**config.mk**
```make
export PLATFORM = sky130hd
export DESIGN_NAME = cont_stream_framer
export DESIGN_NICKNAME = d
export VERILOG_FILES = /design/src/rtl/cont_stream_framer.sv
export SDC_FILE = /design/constraint.sdc
export NUM_CORES = 1
export LEC_CHECK = 0
export BUFFER_PORTS_ARGS = -buffer_cell sky130_fd_sc_hd__buf_2
export CAP_MARGIN = 20
export CORE_MARGIN = 5
export CORE_UTILIZATION = 55
export DETAILED_ROUTE_END_ITERATION = 10
export PLACE_DENSITY = 0.75
export SLEW_MARGIN = 5
export SYNTH_ARGS = -nofsm -noshare
export SYNTH_HDL_FRONTEND = slang
export SYNTH_SLANG_ARGS = --single-unit
```
**constraint.sdc**
```tcl
create_clock -name CLK -period 3.4 [get_ports CLK]
set_input_delay 0.34 -clock CLK [delete_from_list [all_inputs] [get_ports CLK]]
set_output_delay 0.34 -clock CLK [all_outputs]
set_load 0.05 [all_outputs]
```
**src/rtl/cont_stream_framer.sv**
```systemverilog
// ---------------------------------------------------------------------------
// cont_stream_framer
//
// Write-side source for the continuous-stream dual-clock FIFO. Upstream
// payload words arrive on a valid/ready interface and are held in a small
// buffer. Each frame goes out as an unbroken run of wen-high words: payload
// words carry the enable flag at bit EN_BIT, and every frame closes with
// TAIL_LEN all-zero trailer words and then a wen-low gap. The receiving end
// uses the trailer to reset its pointers and return to idle.
//
// Ports:
//   CLK       in   1     clock (WCLK domain)
//   RST_X     in   1     synchronous active-low reset
//   s_valid   in   1     upstream word valid
//   s_ready   out  1     upstream may transfer (buffer not full)
//   s_data    in   DW-1  payload without the enable flag
//   s_last    in   1     last payload word of a frame
//   wen       out  1     FIFO write enable (registered)
//   dout      out  DW    FIFO data word (registered)
//   busy      out  1     high whenever the framer is not idle
//   underrun  out  1     one-cycle pulse: buffer ran dry mid-frame
//   truncate  out  1     one-cycle pulse: frame cut at MAX_FRAME words
// ---------------------------------------------------------------------------
module cont_stream_framer #(
    parameter int DW        = 27,
    parameter int EN_BIT    = 25,
    parameter int BUF_LOG   = 4,
    parameter int START_THR = 8,
    parameter int TAIL_LEN  = 2,
    parameter int GAP_LEN   = 4,
    parameter int MAX_FRAME = 200
) (
    input  logic          CLK,
    input  logic          RST_X,
    input  logic          s_valid,
    output logic          s_ready,
    input  logic [DW-2:0] s_data,
    input  logic          s_last,
    output logic          wen,
    output logic [DW-1:0] dout,
    output logic          busy,
    output logic          underrun,
    output logic          truncate
);

    localparam int DEPTH = 1 << BUF_LOG;
    localparam int WCW   = $clog2(MAX_FRAME + 1);
    localparam int TCW   = $clog2(TAIL_LEN + 1);
    localparam int GCW   = (GAP_LEN > 2) ? $clog2(GAP_LEN) : 1;

    localparam logic [BUF_LOG:0] FULL_CNT  = (BUF_LOG + 1)'(DEPTH);
    localparam logic [BUF_LOG:0] START_CNT = (BUF_LOG + 1)'(START_THR);
    localparam logic [WCW-1:0]   MAX_LAST  = WCW'(MAX_FRAME - 1);
    localparam logic [TCW-1:0]   TAIL_LAST = TCW'(TAIL_LEN - 1);
    // The IDLE decision cycle is itself one of the wen-low gap cycles, so
    // the GAP state only has to cover GAP_LEN-1 of them.
    localparam logic [GCW-1:0]   GAP_LAST  = GCW'((GAP_LEN >= 2) ? GAP_LEN - 2 : 0);

    // Masks used to open a hole at EN_BIT in the payload word.
    localparam logic [DW-1:0] LO_MASK = {DW{1'b1}} >> (DW - EN_BIT);
    localparam logic [DW-1:0] EN_FLAG = DW'(1) << EN_BIT;

    localparam logic [1:0] ST_IDLE   = 2'd0;
    localparam logic [1:0] ST_STREAM = 2'd1;
    localparam logic [1:0] ST_TAIL   = 2'd2;
    localparam logic [1:0] ST_GAP    = 2'd3;

    // Buffer entries are {last, data}, which is exactly DW bits wide.
    logic [DW-1:0]    mem [DEPTH];
    logic [BUF_LOG-1:0] wr_ptr;
    logic [BUF_LOG-1:0] rd_ptr;
    logic [BUF_LOG:0] count;
    logic [BUF_LOG:0] lastcnt;

    logic [1:0]     state;
    logic [WCW-1:0] wcnt;
    logic [TCW-1:0] tcnt;
    logic [GCW-1:0] gcnt;
    logic           drop;
    logic           cut;

    logic           push;
    logic           pop;
    logic           empty;
    logic [DW-1:0]  head;
    logic           head_last;
    logic [DW-1:0]  head_ext;
    logic [DW-1:0]  payload;

    // Handshake, pop decision and payload formatting of the buffer head.
    // Pops only happen while streaming or while discarding the remainder
    // of an underrun frame in IDLE.
    always_comb begin
        s_ready   = (count != FULL_CNT);
        push      = s_valid & s_ready;
        empty     = (count == '0);
        pop       = !empty && ((state == ST_STREAM) || (state == ST_IDLE && drop));
        head      = mem[rd_ptr];
        head_last = head[DW-1];
        head_ext  = {1'b0, head[DW-2:0]};
        payload   = (head_ext & LO_MASK) | ((head_ext & ~LO_MASK) << 1) | EN_FLAG;
        busy      = (state != ST_IDLE);
    end

    // Buffer storage; contents need no reset because the pointers define
    // what is valid.
    always_ff @(posedge CLK) begin
        if (push) begin
            mem[wr_ptr] <= {s_last, s_data};
        end
    end

    // Buffer pointers, occupancy and the count of buffered frame ends.
    // lastcnt lets a short frame start before START_THR words are present.
    always_ff @(posedge CLK) begin
        if (!RST_X) begin
            wr_ptr  <= '0;
            rd_ptr  <= '0;
            count   <= '0;
            lastcnt <= '0;
        end else begin
            if (push) begin
                wr_ptr <= wr_ptr + 1'b1;
            end
            if (pop) begin
                rd_ptr <= rd_ptr + 1'b1;
            end
            case ({push, pop})
                2'b10:   count <= count + 1'b1;
                2'b01:   count <= count - 1'b1;
                default: count <= count;
            endcase
            case ({push & s_last, pop & head_last})
                2'b10:   lastcnt <= lastcnt + 1'b1;
                2'b01:   lastcnt <= lastcnt - 1'b1;
                default: lastcnt <= lastcnt;
            endcase
        end
    end

    // Frame sequencer. Outputs are registered here, so every word and pulse
    // appears one cycle after the decision that produced it. wen stays high
    // from the first payload word through the last trailer word.
    always_ff @(posedge CLK) begin
        if (!RST_X) begin
            state    <= ST_IDLE;
            wen      <= 1'b0;
            dout     <= '0;
            underrun <= 1'b0;
            truncate <= 1'b0;
            wcnt     <= '0;
            tcnt     <= '0;
            gcnt     <= '0;
            drop     <= 1'b0;
            cut      <= 1'b0;
        end else begin
            wen      <= 1'b0;
            dout     <= '0;
            underrun <= 1'b0;
            truncate <= 1'b0;
            case (state)
                ST_IDLE: begin
                    if (drop) begin
                        // Discard the tail of a frame that already underran.
                        if (pop && head_last) begin
                            drop <= 1'b0;
                        end
                    end else if (count >= START_CNT || lastcnt != '0) begin
                        state <= ST_STREAM;
                        wcnt  <= '0;
                    end
                end
                ST_STREAM: begin
                    wen <= 1'b1;
                    if (!empty) begin
                        dout <= payload;
                        wcnt <= wcnt + 1'b1;
                        if (head_last) begin
                            state <= ST_TAIL;
                            tcnt  <= '0;
                            cut   <= 1'b0;
                        end else if (wcnt == MAX_LAST) begin
                            state <= ST_TAIL;
                            tcnt  <= '0;
                            cut   <= 1'b1;
                        end
                    end else begin
                        // Ran dry: this cycle already carries trailer word 1.
                        dout     <= '0;
                        underrun <= 1'b1;
                        drop     <= 1'b1;
                        cut      <= 1'b0;
                        state    <= ST_TAIL;
                        tcnt     <= TCW'(1);
                    end
                end
                ST_TAIL: begin
                    wen  <= 1'b1;
                    dout <= '0;
                    if (tcnt == '0) begin
                        truncate <= cut;
                    end
                    if (tcnt == TAIL_LAST) begin
                        state <= (GAP_LEN == 1) ? ST_IDLE : ST_GAP;
                        gcnt  <= '0;
                    end else begin
                        tcnt <= tcnt + 1'b1;
                    end
                end
                default: begin
                    if (gcnt == GAP_LAST) begin
                        state <= ST_IDLE;
                    end else begin
                        gcnt <= gcnt + 1'b1;
                    end
                end
            endcase
        end
    end

endmodule
```
==> results.json, run 1 <==
{
  "cts_tree": "built",
  "ys_async_sr_fraction": 0,
  "vias": 9165,
  "finalPower_mw": 15.06,
  "wl_um": 38530,
  "seq_power_share": 0.466,
  "synth_most_common_cell": "edfxtp_1",
  "r2r_cells": 11,
  "hold_class": "in -> reg",
  "synthFlopType": "edfxtp_1",
  "grt_pass1_vias": 9514,
  "syn2layout_area_growth_pct": 14.80,
  "cts_root_buffer": "clkbuf_16",
  "cp_top_family": "multiplexers",
  "cts_setup_buffers": 0,
  "die_area_mm2": 0.03867,
  "yosys.area.top_type_share": 0.6771,
  "synth.distinct_cells": 44,
  "clock_sinks": 500,
  "rrSetupSlack_ns": 0.27,
  "gp_congestion": 0.7559,
  "path_cells": "mux4_1 > mux2i_1 > mux2_2 > nor3_1 > ha_1 > fa_1 > a21o_1 > a21oi_1 > xor2_1 > or3_1 > a21oi_1",
  "synth_top_area_cell": "edfxtp_1",
  "slowest_stage": "mux4_1",
  "yosys_warnings": 0,
  "drtAntennaViolNets": 0,
  "fin_skew_ns": 0.01548,
  "seq_area_mm2": 0.01434,
  "end_kind": "flop",
  "clock.fmax_ghz": 0.3191,
  "synth_area_leaders": "edfxtp_1, mux4_2, dfxtp_1",
  "io_buffers": 61,
  "layout.filler_cells": 2289,
  "power.net_switching_mw": 3.725,
  "r2r-end": "lastcnt[4]",
  "p_leak_nw": 7.151,
  "layout.nets": 1080,
  "synth-seq-area-share": 0.7481,
  "syn-mean-instance-area_um2": 20.85,
  "cap_violations": 0,
  "path_clk_slew_ns": 0.06,
  "slowest_delay_ns": 0.64,
  "drive_above_1_share": 0.3039,
  "grt_pass1_wl_um": 58580,
  "rsz0062_at_grt": "no",
  "std_cell_rows": 68,
  "hold_buffers": 0,
  "fp.dieH_um": 196.6,
  "hp-start": "s_data[7]",
  "cp_num_buf_inv": 0,
  "netSwitchingFraction": 0.2473,
  "cp_data_arrival_time_ns": 3.60,
  "period_share": 0.9218,
  "synth_nets": 972,
  "crit_path_start_kind": "flop",
  "maxSlewViolCount": 0,
  "power.density_mw_per_mm2": 684.7,
  "hpwlAfterDp_um": 21660,
  "required_ns": 3.86,
  "postCtsResizedCells": 0,
  "hold_viol": 0,
  "htreeDepth": 2,
  "cts_made_buffers": 48,
  "routed_via_density": 6.026,
  "outcome": "finished clean",
  "cts_buffer_depth": 3,
  "hold_path_depth": 1,
  "antenna_cells": 0,
  "peakVddDrop_uv": 561.5,
  "multi_input_area_mm2": 0.004736,
  "die_w_um": 196.6,
  "antenna_found_initial": 2,
  "grt_remaining_overflow": 0,
  "tightest_slew_ns": 0.9953,
  "intPower_mw": 11.34,
  "crit_path_frequent_cell": "a21oi_1",
  "insertion_delay_ns": 0.55,
  "wl_per_cell_um": 25.33,
  "crit_fanout": 7,
  "drt_iter0_drc": 740,
  "remaining_drc_errors": 0,
  "grt_max_degree": 65,
  "setup_tns_ns": 0,
  "synth_edf_count": 432,
  "pwr-share-clk": 0.351,
  "timing.slew.headroom": 0.3358,
  "dr.pass1.iters": 5,
  "min_period_ns": 3.134,
  "synth_area_mm2": 0.01916,
  "netlist_instances": 919,
  "start_util": 0.5560,
  "ys_ff_latch": 500,
  "finalSetupViolations": 0,
  "ioPinCount": 62,
  "grt_usage": 0.2013,
  "min_to": "mem[9][7]",
  "pwr-share-comb": 0.184,
  "path_class": "reg -> reg",
  "synth_common_cells": "edfxtp_1, mux4_2, dfxtp_1",
  "core_area_mm2": 0.03446
}
-- power by group through the flow --
stage	clock network [mW]	registers (mW)	logic, mW
after floorplan	0	7.24	2.01
after CTS	5.37	7.02	2.82
final	5.28	7.01	2.77
after global routing	5.64	7.03	3.03
after detailed placement	0	7.14	2.81
after global placement	0	7.13	2.76
-- logic make-up after synthesis --
logic type	count (synthesis)	share of synthesized area
DFF	500	0.7481
muxes	146	0.1661
and+or+nand+nor	132	0.03461
buffers and inverters	56	0.01175
AOI/OAI and AO/OA	42	0.01450
adders and majority gates	23	0.01580
xor gates and xnor gates	20	0.009143
-- worst register-to-register path, stage by stage (launching register included) --
cell and delay [ns]:
dfxtp_2 0.43, mux4_1 0.64, mux2i_1 0.16, mux2_2 0.19
nor3_1 0.05, ha_1 0.28, fa_1 0.43, a21o_1 0.18
a21oi_1 0.17, xor2_1 0.10, or3_1 0.31, a21oi_1 0.13
-- per-layer routing --
layer / track usage / wire (um)
met5: 0 / 12
met4: 0.04751 / 814
met3: 0.03333 / 2235
met2: 0.3333 / 19430
met1: 0.2885 / 16040
-- state kept, by name, indices dropped and copies added (netlist names), named ones only --
register  cells
wen           1
underrun      1
cut           1
wcnt          8
rd_ptr        4
wr_ptr        4
lastcnt       5
mem         432
gcnt          2
state         2
tcnt          2
truncate      1
drop          1
count         5
dout         27
-- cells in the final DEF (no fill, tap or decap), types with 6 or more instances in the layout --
cell type,instances
ha_1,21
buf_2,61
inv_1,13
xor2_1,14
mux4_1,8
nor2b_1,26
clkbuf_8,14
buf_12,8
o21ai_0,6
xnor2_1,6
edfxtp_1,432
mux4_2,127
clkbuf_1,17
a21oi_1,18
buf_4,32
mux2i_1,10
nand2_1,21
nor2_1,33
clkbuf_16,49
nor2_4,12
dfxtp_1,64
-- area by class of cell --
| class | instances | share of cell area |
|---|---|---|
| flip-flops and latches | 500 | 0.6521 |
| inverters | 13 | 0.002218 |
| repair buffers | 101 | 0.03208 |
| clock buffers | 80 | 0.06741 |
| clock inverters | 9 | 0.005006 |
| well taps | 455 | 0.02588 |
| multi-input cells | 363 | 0.2153 |
-- metrics by stage --
stage	instances	area (um2)	hold WS (ns)	worst slack, ns	utilization
after floorplan	919	19180	0.4381	0.3495	-
after global placement	1432	20400	0.4489	0.3472	0.5921
after detailed placement	1432	20400	0.4584	0.3157	0.5921
after CTS	1521	22000	0.1364	0.2572	0.6383
after global routing	1521	22000	0.1508	0.07394	0.6383
final	1521	22000	0.1608	0.2657	0.6383
-- worst max path at each step --
stage,slack [ns],start,cells past startpoint,to
2_1_floorplan,0.35,flop,13,lastcnt[4]
5_1_grt,0.07,flop,11,lastcnt[4]
3_3_place_gp,0.35,flop,11,lastcnt[4]
6_report,0.27,flop,11,lastcnt[4]
3_5_place_dp,0.32,flop,11,lastcnt[4]
4_1_cts,0.26,flop,11,lastcnt[4]
Note: power is estimated with default switching activity, not from simulation.
==> run 2: changes to the inputs <==
--- a/config.mk
+++ b/config.mk
@@ -15,3 +15,4 @@
 export SYNTH_ARGS = -nofsm -noshare
 export SYNTH_HDL_FRONTEND = slang
 export SYNTH_SLANG_ARGS = --single-unit
+export TNS_END_PERCENT = 20
==> constraint.sdc (replaced) <==
create_clock -name CLK -period 3.4 [get_ports CLK]
set_input_delay 0.68 -clock CLK [delete_from_list [all_inputs] [get_ports CLK]]
set_output_delay 0.68 -clock CLK [all_outputs]
set_load 0.05 [all_outputs]
==> results.json, run 2 (synthesis results as in run 1) <==
{
  "seq_area_mm2": 0.01434,
  "wl_um": 38150,
  "crit_path_start_kind": "flop",
  "ioPinCount": 62,
  "outcome": "finished clean",
  "mostFrequentLayoutCells": "edfxtp_1, mux4_2, dfxtp_1",
  "placedCellCount": 1431,
  "wl_per_cell_um": 25.05,
  "layout_commonest_cell": "edfxtp_1",
  "reg_top3": "mem (432), dout (27), wcnt (8)",
  "hold_viol": 0,
  "syn2layout_area_growth_pct": 14.63,
  "grtUsageMet2": 0.3321,
  "timing.slew.headroom": 0.2602,
  "top_register": "mem",
  "cts_buffer_depth": 3,
  "grt_max_degree": 75,
  "layout.filler_cells": 2258,
  "cts_setup_buffers": 0,
  "hold_class": "reg -> reg",
  "cts_tree": "built",
  "setup_tns_ns": 0,
  "layout.nets": 1080,
  "gr-max-usage-layer": "met2",
  "core_area_mm2": 0.03446,
  "tightest_slew_ns": 1.110,
  "final_area_mm2": 0.02196,
  "drtAntennaViolNets": 0,
  "path_clk_slew_ns": 0.06,
  "hpwlAfterDp_um": 21170,
  "antenna_found_initial": 3,
  "period_share": 0.9496,
  "cts_made_buffers": 49,
  "min_period_ns": 3.229,
  "drt_iter0_drc": 655,
  "cp_data_arrival_time_ns": 3.69,
  "vias": 9092,
  "dr.pass1.iters": 5,
  "end_kind": "flop",
  "final_cells": 1523,
  "grt_usage": 0.1987,
  "power.density_mw_per_mm2": 688.5,
  "gp_congestion": 0.7315,
  "path_class": "reg -> reg",
  "maxSlewViolCount": 0,
  "fin_skew_ns": 0.01274,
  "grt_remaining_overflow": 0,
  "grt_use_met3": 0.02769,
  "die_w_um": 196.6,
  "required_ns": 3.87,
  "insertion_delay_ns": 0.57,
  "cts_root_buffer": "clkbuf_16",
  "io_buffers": 61,
  "largest_reg_flops": 432,
  "finalSetupViolations": 0,
  "htreeDepth": 2,
  "multi_input_area_mm2": 0.004722,
  "globalRouteMet1Util": 0.2857,
  "start_util": 0.5560,
  "rsz0062_at_grt": "no",
  "cap_violations": 0,
  "clock.fmax_ghz": 0.3097,
  "routed_via_density": 5.970,
  "finalPower_mw": 15.12,
  "peakVddDrop_uv": 433.5,
  "grt_pass1_vias": 9278,
  "remaining_drc_errors": 0,
  "clock_sinks": 500,
  "fp.dieH_um": 196.6,
  "std_cell_rows": 68,
  "hold_buffers": 0,
  "p_leak_nw": 7.147,
  "postCtsResizedCells": 0,
  "placed_area_mm2": 0.02036,
  "die_area_mm2": 0.03867,
  "grt_pass1_wl_um": 57960,
  "crit_fanout": 6,
  "drive_above_1_share": 0.3077
}
-- run 2: cell count changes in the layout (fill, tap and decap cells not counted), sizes merged --
cell	change
clkinv	+12
buf	-1
bufinv	+3
clkbuf	-20
clkinvlp	+4
diode	+2
inv	+2
-- run 2: path summary, 6_finish.rpt --
path | from | cells after the start | slack, ns | endpoint
worst min-delay path | wcnt[1] | 2 | 0.47 | wcnt[1]
worst min register to register | wcnt[1] | 2 | 0.47 | wcnt[1]
worst max-delay path | flop | 11 | 0.17 | lastcnt[4]
worst max register to register | flop | 11 | 0.17 | lastcnt[4]
-- run 2: worst max-delay path: stages (launching register included) --
cell and delay, ns:
dfxtp_2 0.41, mux4_1 0.62, mux2i_1 0.20, mux2_2 0.21, nor3_1 0.05, ha_1 0.27, fa_1 0.43, a21o_1 0.17
a21oi_1 0.19, xor2_1 0.10, or3_1 0.31, a21oi_1 0.18
-- run 2: final cells by class --
type | count | area share
tap | 455 | 0.02592
inverter | 13 | 0.002222
sequential | 500 | 0.6531
clock buffer | 60 | 0.05907
clock inverter | 30 | 0.01384
multi-input combinational | 363 | 0.2150
antenna | 2 | 0.0002279
timing repair buffer | 100 | 0.03065
-- run 2: per-layer routing --
metal  share of wire  routed length, um  up-vias
met2            0.50              19200      331
met5         0.00034                 13        -
met4           0.019                718        2
li1                -                  -     3960
met1            0.42              16000     4741
met3           0.058               2222       58
-- run 2: metrics by stage --
step / setup slack [ns] / hold slack, ns / util
after CTS: 0.1477 / 0.4629 / 0.6373
after global placement: 0.3729 / 0.4473 / 0.5908
final: 0.1715 / 0.4676 / 0.6374
after global routing: 0.02927 / 0.4762 / 0.6373
after floorplan: -0.2740 / 0.4381 / -
after detailed placement: 0.2943 / 0.4585 / 0.5908
-- run 2: where the power goes --
| group | switching (mW) | internal (mW) | total (mW) |
|---|---|---|---|
| registers | 0.165 | 6.89 | 7.05 |
| clock network | 2.24 | 3.11 | 5.35 |
| logic | 1.39 | 1.33 | 2.72 |
| total | 3.80 | 11.3 | 15.1 |
==> run 3: changes to the inputs <==
--- a/config.mk
+++ b/config.mk
@@ -7,6 +7,7 @@
 export LEC_CHECK = 0
 export BUFFER_PORTS_ARGS = -buffer_cell sky130_fd_sc_hd__buf_2
 export CAP_MARGIN = 20
+export CORE_ASPECT_RATIO = 0.5
 export CORE_MARGIN = 5
 export CORE_UTILIZATION = 55
 export DETAILED_ROUTE_END_ITERATION = 10
==> results.json, run 3 (synthesis results as in run 1) <==
{
  "outcome": "finished clean",
  "die_w_um": 274.0,
  "peakVddDrop_uv": 627.3,
  "finalSetupViolations": 0,
  "cts_tree": "built",
  "layout_commonest_cell": "edfxtp_1",
  "top_register": "mem",
  "timing.slew.headroom": 0.3473,
  "core_area_mm2": 0.03441,
  "place_ws_ns": 0.2901,
  "grt_pass1_wl_um": 59410,
  "p_leak_nw": 7.072,
  "hold_viol": 0,
  "r2r_cells": 11,
  "fin_skew_ns": 0.02319,
  "required_ns": 3.87,
  "insertion_delay_ns": 0.57,
  "gp_congestion": 0.8012,
  "power.density_mw_per_mm2": 671.5,
  "finalPower_mw": 14.64,
  "cp_data_arrival_time_ns": 3.60,
  "wl_per_cell_um": 25.54,
  "grt_max_degree": 106,
  "vias": 9192,
  "grt_use_met3": 0.04026,
  "grt_usage": 0.2058,
  "start_util": 0.5568,
  "htreeDepth": 2,
  "hold_buffers": 0,
  "wl_um": 39080,
  "cts_buffer_depth": 3,
  "io_buffers": 61,
  "drtAntennaViolNets": 0,
  "clock_sinks": 500,
  "cts_setup_buffers": 0,
  "grt_remaining_overflow": 0,
  "remaining_drc_errors": 0,
  "path_class": "reg -> reg",
  "crit_fanout": 7,
  "postCtsResizedCells": 0,
  "reg_top3": "mem (432), dout (27), wcnt (8)",
  "antenna_found_initial": 1,
  "hpwlAfterDp_um": 21350,
  "cts_made_buffers": 42,
  "maxSlewViolCount": 0,
  "cts_root_buffer": "clkbuf_16",
  "layout.nets": 1073,
  "globalRouteMet1Util": 0.2939,
  "end_kind": "flop",
  "largest_reg_flops": 432,
  "dr.pass1.iters": 5,
  "cap_violations": 0,
  "tightest_slew_ns": 0.9780,
  "period_share": 0.9215,
  "mostFrequentLayoutCells": "edfxtp_1, mux4_2, dfxtp_1",
  "endpoint": "lastcnt[4]",
  "ioPinCount": 62,
  "rrSetupSlack_ns": 0.27,
  "hold_path_depth": 2,
  "routed_via_density": 6.008,
  "min_period_ns": 3.133,
  "rsz0062_at_grt": "no",
  "grtUsageMet2": 0.3385,
  "drive_above_1_share": 0.3017,
  "hold_class": "reg -> reg",
  "path_clk_slew_ns": 0.07,
  "gr-max-usage-layer": "met2",
  "fin_ws_ns": 0.2670,
  "die_area_mm2": 0.03889,
  "fp.dieH_um": 142.0,
  "crit_path_start_kind": "flop",
  "r2r-end": "lastcnt[4]",
  "drt_iter0_drc": 1045,
  "clock.fmax_ghz": 0.3192,
  "grt_pass1_vias": 9452,
  "syn2layout_area_growth_pct": 13.79,
  "std_cell_rows": 48
}
==> run 3: stage by stage <==
stage          TNS (ns)    util  instances  hold slack [ns]  instance area, um2
2_1_floorplan    -22.14       -        919           0.4381               19160
3_3_place_gp          0  0.5925       1451           0.4471               20390
3_5_place_dp          0  0.5925       1451           0.4752               20390
4_1_cts               0  0.6335       1529           0.4621               21800
5_1_grt               0  0.6335       1530           0.4726               21800
6_report              0  0.6335       1530           0.4867               21800
==> run 3: worst max-delay path: stages, from the launching register on <==
cell     delay, ns
dfxtp_2       0.43
mux4_1        0.61
mux2i_1       0.16
mux2_2        0.19
nor3_1        0.05
ha_1          0.27
fa_1          0.43
a21o_1        0.17
a21oi_1       0.16
xor2_1        0.11
or3_1         0.32
a21oi_1       0.15
==> run 3: area by class of cell <==
type	instances	area (um2)
flip-flops and latches	500	14340
fillers	2231	12610
multi-input cells	363	4717
clock buffers	61	1224
repair buffers	100	685.7
well taps	475	594.3
clock inverters	17	186.4
inverters	13	48.80
diodes	1	2.502
==> run 3: worst min-delay path by stage <==
stage | from | end | slack [ns]
global placement | tcnt[1] | tcnt[1] | 0.45
global route | s_data[4] | mem[6][4] | 0.47
detailed placement | gcnt[1] | gcnt[1] | 0.48
floorplan | tcnt[1] | tcnt[1] | 0.44
finish | gcnt[1] | gcnt[1] | 0.49
CTS | s_data[4] | mem[12][4] | 0.46
==> run 3: per-layer routing <==
layer / routed length (um) / up-vias
li1: - / 3944
met1: 16140 / 4843
met2: 19610 / 358
met3: 2637 / 47
met4: 685 / 0
met5: 0 / -
==> run 3: where the power goes <==
| group | leakage (nW) | internal, mW | switching, mW | total [mW] |
|---|---|---|---|---|
| combinational | 1.92 | 1.32 | 1.43 | 2.75 |
| clock | 0.696 | 2.75 | 2.13 | 4.89 |
| sequential | 4.46 | 6.88 | 0.128 | 7.01 |
